==> src/rtl/d_cache_responder.sv <==
// d_cache_responder: data-side responder behind the load/store queue dispatch port.
// Direct-mapped, write-through, no-write-allocate cache with 4-word lines,
// store-forward bypass for loads, and line refill from memory.
// Optional build macro DC_STATS_EN adds hit/miss counters (hit_count, miss_count).
module d_cache_responder #(
    parameter int ADDR_WIDTH      = 26,
    parameter int DATA_WIDTH      = 32,
    parameter int INDEX_WIDTH     = 4,
    parameter int LSQ_INDEX_WIDTH = 3
) (
    input  logic                       clk,
    input  logic                       rst_n,
    input  logic                       req_valid,
    input  logic                       req_write,
    input  logic [ADDR_WIDTH-1:0]      req_addr,
    input  logic [DATA_WIDTH-1:0]      req_data,
    input  logic                       req_bypass,
    input  logic [DATA_WIDTH-1:0]      req_bypass_data,
    input  logic [LSQ_INDEX_WIDTH-1:0] req_index,
    output logic                       dc_miss,
    output logic                       resp_valid,
    output logic                       resp_is_load,
    output logic [LSQ_INDEX_WIDTH-1:0] resp_index,
    output logic [DATA_WIDTH-1:0]      resp_data,
    output logic                       mem_req_valid,
    output logic                       mem_req_write,
    output logic [ADDR_WIDTH-1:0]      mem_req_addr,
    output logic [DATA_WIDTH-1:0]      mem_req_data,
    input  logic                       mem_req_ready,
    input  logic                       mem_resp_valid,
    input  logic [DATA_WIDTH-1:0]      mem_resp_data
`ifdef DC_STATS_EN
    ,
    output logic [31:0]                hit_count,
    output logic [31:0]                miss_count
`endif
);

    localparam int LINES = 1 << INDEX_WIDTH;
    localparam int TAG_W = ADDR_WIDTH - INDEX_WIDTH - 2;

    typedef enum logic [1:0] {IDLE, STORE_REQ, REFILL_REQ, REFILL_DATA} state_t;

    state_t state, state_n;

    logic [LINES-1:0]      line_valid;
    logic [TAG_W-1:0]      line_tag  [LINES];
    logic [DATA_WIDTH-1:0] line_data [LINES][4];

    logic [1:0]                 beat;
    logic [LSQ_INDEX_WIDTH-1:0] st_index;

    // Request address decode
    logic [1:0]             req_off;
    logic [INDEX_WIDTH-1:0] req_idx;
    logic [TAG_W-1:0]       req_tag;
    assign req_off = req_addr[1:0];
    assign req_idx = req_addr[INDEX_WIDTH+1:2];
    assign req_tag = req_addr[ADDR_WIDTH-1:INDEX_WIDTH+2];

    // The refill target comes from mem_req_addr, which holds the line base
    // untouched until the next memory request is issued.
    logic [INDEX_WIDTH-1:0] fill_idx;
    logic [TAG_W-1:0]       fill_tag;
    assign fill_idx = mem_req_addr[INDEX_WIDTH+1:2];
    assign fill_tag = mem_req_addr[ADDR_WIDTH-1:INDEX_WIDTH+2];

    logic idle, hit, load_miss, load_accept, store_accept, fill_beat, fill_last;
    assign idle         = (state == IDLE);
    assign hit          = line_valid[req_idx] && (line_tag[req_idx] == req_tag);
    assign load_miss    = idle && req_valid && !req_write && !req_bypass && !hit;
    assign load_accept  = idle && req_valid && !req_write && (req_bypass || hit);
    assign store_accept = idle && req_valid && req_write;
    assign fill_beat    = (state == REFILL_DATA) && mem_resp_valid;
    assign fill_last    = fill_beat && (beat == 2'd3);

    // FSM state register
    always_ff @(posedge clk) begin
        if (!rst_n) state <= IDLE;
        else        state <= state_n;
    end

    // Next-state logic and queue hold signal
    always_comb begin
        state_n = state;
        dc_miss = !idle || load_miss;
        case (state)
            IDLE: begin
                if (store_accept)   state_n = STORE_REQ;
                else if (load_miss) state_n = REFILL_REQ;
            end
            STORE_REQ:   if (mem_req_ready) state_n = IDLE;
            REFILL_REQ:  if (mem_req_ready) state_n = REFILL_DATA;
            REFILL_DATA: if (fill_last)     state_n = IDLE;
            default:     state_n = IDLE;
        endcase
    end

    // Registered response, memory request and beat counter
    always_ff @(posedge clk) begin
        if (!rst_n) begin
            resp_valid    <= 1'b0;
            resp_is_load  <= 1'b0;
            resp_index    <= '0;
            resp_data     <= '0;
            mem_req_valid <= 1'b0;
            mem_req_write <= 1'b0;
            mem_req_addr  <= '0;
            mem_req_data  <= '0;
            beat          <= 2'd0;
            st_index      <= '0;
        end else begin
            resp_valid <= 1'b0;
            case (state)
                IDLE: begin
                    if (load_accept) begin
                        resp_valid   <= 1'b1;
                        resp_is_load <= 1'b1;
                        resp_index   <= req_index;
                        resp_data    <= req_bypass ? req_bypass_data
                                                   : line_data[req_idx][req_off];
                    end else if (store_accept) begin
                        mem_req_valid <= 1'b1;
                        mem_req_write <= 1'b1;
                        mem_req_addr  <= req_addr;
                        mem_req_data  <= req_data;
                        st_index      <= req_index;
                    end else if (load_miss) begin
                        mem_req_valid <= 1'b1;
                        mem_req_write <= 1'b0;
                        mem_req_addr  <= {req_addr[ADDR_WIDTH-1:2], 2'b00};
                        mem_req_data  <= '0;
                    end
                end
                STORE_REQ: begin
                    if (mem_req_ready) begin
                        mem_req_valid <= 1'b0;
                        resp_valid    <= 1'b1;
                        resp_is_load  <= 1'b0;
                        resp_index    <= st_index;
                        resp_data     <= '0;
                    end
                end
                REFILL_REQ: begin
                    if (mem_req_ready) begin
                        mem_req_valid <= 1'b0;
                        beat          <= 2'd0;
                    end
                end
                REFILL_DATA: begin
                    if (mem_resp_valid) beat <= beat + 2'd1;
                end
                default: ;
            endcase
        end
    end

    // Line valid bits: cleared by reset, set when the last refill beat lands
    always_ff @(posedge clk) begin
        if (!rst_n)         line_valid <= '0;
        else if (fill_last) line_valid[fill_idx] <= 1'b1;
    end

    // Line data/tag: store-hit update and refill writes (valid gates their use)
    always_ff @(posedge clk) begin
        if (rst_n) begin
            if (store_accept && hit)
                line_data[req_idx][req_off] <= req_data;
            if (fill_beat)
                line_data[fill_idx][beat] <= mem_resp_data;
            if (fill_last)
                line_tag[fill_idx] <= fill_tag;
        end
    end

`ifdef DC_STATS_EN
    // Hit counter on accepted non-bypass load hits, miss counter on refill start
    always_ff @(posedge clk) begin
        if (!rst_n) begin
            hit_count  <= '0;
            miss_count <= '0;
        end else begin
            if (load_accept && !req_bypass) hit_count  <= hit_count + 32'd1;
            if (load_miss)                  miss_count <= miss_count + 32'd1;
        end
    end
`endif

endmodule

==> config.mk <==
export PLATFORM = sky130hd
export DESIGN_NAME = d_cache_responder
export DESIGN_NICKNAME = d
export VERILOG_FILES = /design/src/rtl/d_cache_responder.sv
export SDC_FILE = /design/constraint.sdc
export NUM_CORES = 2
export LEC_CHECK = 0
export ABC_AREA = 1
export BUFFER_PORTS_ARGS = -buffer_cell sky130_fd_sc_hd__buf_2
export CAP_MARGIN = 30
export CORE_UTILIZATION = 25
export CTS_BUF_LIST = sky130_fd_sc_hd__clkbuf_16
export DETAILED_ROUTE_END_ITERATION = 16
export HOLD_SLACK_MARGIN = 0.08
export PLACE_DENSITY_LB_ADDON = 0.12
export SYNTH_ARGS = -nofsm -noshare
export SYNTH_HDL_FRONTEND = slang
export SYNTH_SLANG_ARGS = --single-unit
==> constraint.sdc <==
create_clock -name clk -period 5.55 [get_ports clk]
set_input_delay 0.8325 -clock clk [delete_from_list [all_inputs] [get_ports clk]]
set_output_delay 0.8325 -clock clk [all_outputs]
set_load 0.005 [all_outputs]
==> impl_metrics.yaml <==
clock_tree:
  post_cts_resized: 0
  hold_buffers: 0
  post_cts_buffers: 0
  cts-root-buf: "clkbuf_16"
  cts_buffers: 298
  clk_path_buf_depth: 4
  cts_max_level: 5
  clock_sinks: 2488
  clock_latency_ns: 0.92
  clkTransAtPathRegs_ns: 0.06
  tritoncts: "built"
power:
  power-per-cell-area_nw_per_um2: 370.8
  vdd_drop_max_uv: 216.0
  design_power_total_w: 0.04370
  p_leak_nw: 38.74
route:
  drc: 0
  routed_wl_mm: 362.9
  drt_iter0_drc: 5573
  avgRoutedWirePerCell_um: 26.82
  vias: 65310
  via_per_inst: 4.826
  first_pass_iters: 5
  postRouteAntennaNets: 0
logic_synthesis:
  yosys-top-cells-area: "edfxtp_1 72%, o21ai_0 5.8%, nor2_1 4.9%"
  synth_cell_type_count: 39
  synth_ff_type: "edfxtp_1"
  synth_warnings: 0
  synth_cells: 7791
  synth-edff-count: 2368
  syn_avg_cell_area_um2: 12.70
  async_flop_share_pct: 0
  synthesis.area_um2: 98910
  ys_seq_elements: 2488
  syn_nets: 7931
  yosysSeqAreaShare_pct: 74.32
  yosysTopAreaCellShare_pct: 71.89
  yosysTopAreaCell: "edfxtp_1"
floorplan:
  initial_core_util_pct: 25.16
  fp.dieH_um: 631
  die_area_um2: 398200
  fp.coreArea_um2: 393100
  die_x_um: 631
  pin_count: 230
  rows: 230
grt:
  grt_pass1_wl_mm: 507.0
  grt-ovfl-total: 0
  grt_max_degree: 144
  grt_pass1_vias: 63120
  grt_antenna_before_repair: 33
  grt_use_total_pct: 17.66
min_path:
  hold_class: "input pin to flip-flop"
  hp-start: "req_data[2]"
  min_to: "mem_req_data[2]$_SDFFE_PN0P_"
  whs_path_depth: 3
setup_path:
  path_class: "input pin to output pin"
  setup.worst_path.start: "req_addr[2]"
  worst_r2r_startpoint: "state[0]$_SDFFE_PN0P_"
  crit_path_max_fanout: 94
  end_kind: "output pin"
  required_ns: 4.72
  crit_path_start_kind: "input pin"
  r2r_end: "line_data[2][24]$_DFFE_PP_"
  critPathArrivalTime_ns: 3.62
  r2r_slack_ns: 1.42
  r2r.worst_path.cells: 11
sta:
  fmax_mhz: 224.5
  rsz0062_at_grt: "false"
  setup_viol: 0
  setup-tns-final_ns: 0
  fin_worst_skew_ns: 0.05507
  slew_headroom_pct: 29.67
  worst_pin_slew_ns: 1.055
  slew_violations: 0
  worst_hold_slack_ns: 0.2083
  period_share_pct: 80.25
  final_hold_viol_count: 0
  fin_crit_ns: 4.454
placement:
  placed_area_um2: 108600
  place_hpwl_mm: 215.0
  gp_congestion: 0.7796
  io_buffers: 229
layout:
  fin_area_um2: 117800
  drive_above_1_share_pct: 12.89
  final_nets: 8208
  fin_util_pct: 29.98
  syn2layout_area_growth_pct: 19.15
run_status:
  status: "finished clean"
run:
  cap_violations: 0
## layout by cell type (no fill, tap or decap), drive strengths merged
cell type	instances
bufinv	19
o211ai	122
or2	6
a31oi	1
nand3b	2
nand3	391
a41oi	16
o21ai	1146
nand2	872
nand4	47
clkinv	123
clkbuf	307
edfxtp	2368
clkinvlp	2
a211oi	21
mux2	32
buf	547
o22ai	183
dfxtp	120
a21oi	83
nor3	3
ha	8
nor2	1282
o31ai	4
o221ai	329
inv	261
o2111ai	1
a21boi	4
diode	13
## final cells by class
| type | instances | area (um^2) |
|---|---|---|
| diodes | 13 | 32.53 |
| clock buffers | 307 | 7682 |
| clock inverters | 225 | 1550 |
| fillers | 39830 | 275300 |
| inverters | 180 | 724.4 |
| multi-input cells | 4553 | 22970 |
| flip-flops and latches | 2488 | 73510 |
| well taps | 5220 | 6531 |
| repair buffers | 547 | 4850 |
## logic make-up (layout without fill, tap and decap cells)
group	count (synthesis)	after routing	synth area share, %
muxes	32	32	0.3643
buffers and inverters	750	1259	3.076
other	0	13	0
DFF	2488	2488	74.32
adders and majority gates	8	8	0.1012
AOI/OAI and AO/OA	1910	1910	11.59
and+or+nand+nor	2603	2603	10.55
## cells in the mapped netlist (all sizes together), types with 3 or more instances
cell type	count
nor3	3
o31ai	4
buf	154
o22ai	183
nand2	872
or2	6
o211ai	122
a21boi	4
a211oi	21
o21ai	1146
mux2	32
nand3	391
nor2	1282
ha	8
dfxtp	120
a41oi	16
clkbuf	416
o221ai	329
a21oi	83
edfxtp	2368
inv	178
nand4	47
## through the flow
| stage | cells | setup slack, ns |
|---|---|---|
| after global placement | 12990 | 0.6243 |
| after global routing | 13530 | 0.7689 |
| after CTS | 13520 | 1.017 |
| after floorplan | 7791 | 1.150 |
| final | 13530 | 1.096 |
| after detailed placement | 12990 | 0.6704 |
## sequential cells by signal, indices dropped and copies added (netlist names)
register	flops
mem_req_addr	26
mem_req_data	32
line_data	2048
line_tag	320
st_index	3
mem_req_write	1
resp_index	3
resp_data	32
resp_valid	1
line_valid	16
state	2
mem_req_valid	1
resp_is_load	1
beat	2
## how the worst max path moves through the flow
stage	end	slack [ns]	cells past startpoint
after floorplan	line_data[10][0]$_DFFE_PP_	1.15	19
after global placement	line_data[8][23]$_DFFE_PP_	0.62	21
after detailed placement	line_data[8][11]$_DFFE_PP_	0.67	20
after CTS	dc_miss	1.02	17
after global routing	dc_miss	0.77	17
final	dc_miss	1.10	17
## layer usage
| metal | up-vias | track usage [%] | part of all wire, % | wire length, um |
|---|---|---|---|---|
| met3 | 416 | 2.280 | 4.5 | 16260 |
| met1 | 33910 | 24.73 | 46 | 167000 |
| met2 | 1541 | 29.04 | 47 | 171600 |
| li1 | 29440 | - | - | - |
| met4 | 8 | 4.023 | 2.2 | 8013 |
| met5 | - | 0 | 0.014 | 49 |
## critical path, cell delays in order
cell     delay, ns
buf_8         0.16
inv_16        0.30
buf_12        0.24
nand2_1       0.07
nand2_1       0.06
nand2_1       0.05
nand3_1       0.09
nand3_1       0.10
nand3_1       0.12
nand2_1       0.13
nor2_1        0.13
nand2_1       0.06
nor2_1        0.19
nand3_1       0.36
nand3_1       0.32
nand2_1       0.13
buf_2         0.18
## power breakdown
part           total [W]  internal, W  switching, W  leakage, nW
Combinational    0.00374     0.000996       0.00275         11.6
Sequential        0.0212       0.0209      0.000301         22.3
Clock             0.0188       0.0109       0.00793         4.80
(Power assumes the default switching activity.)
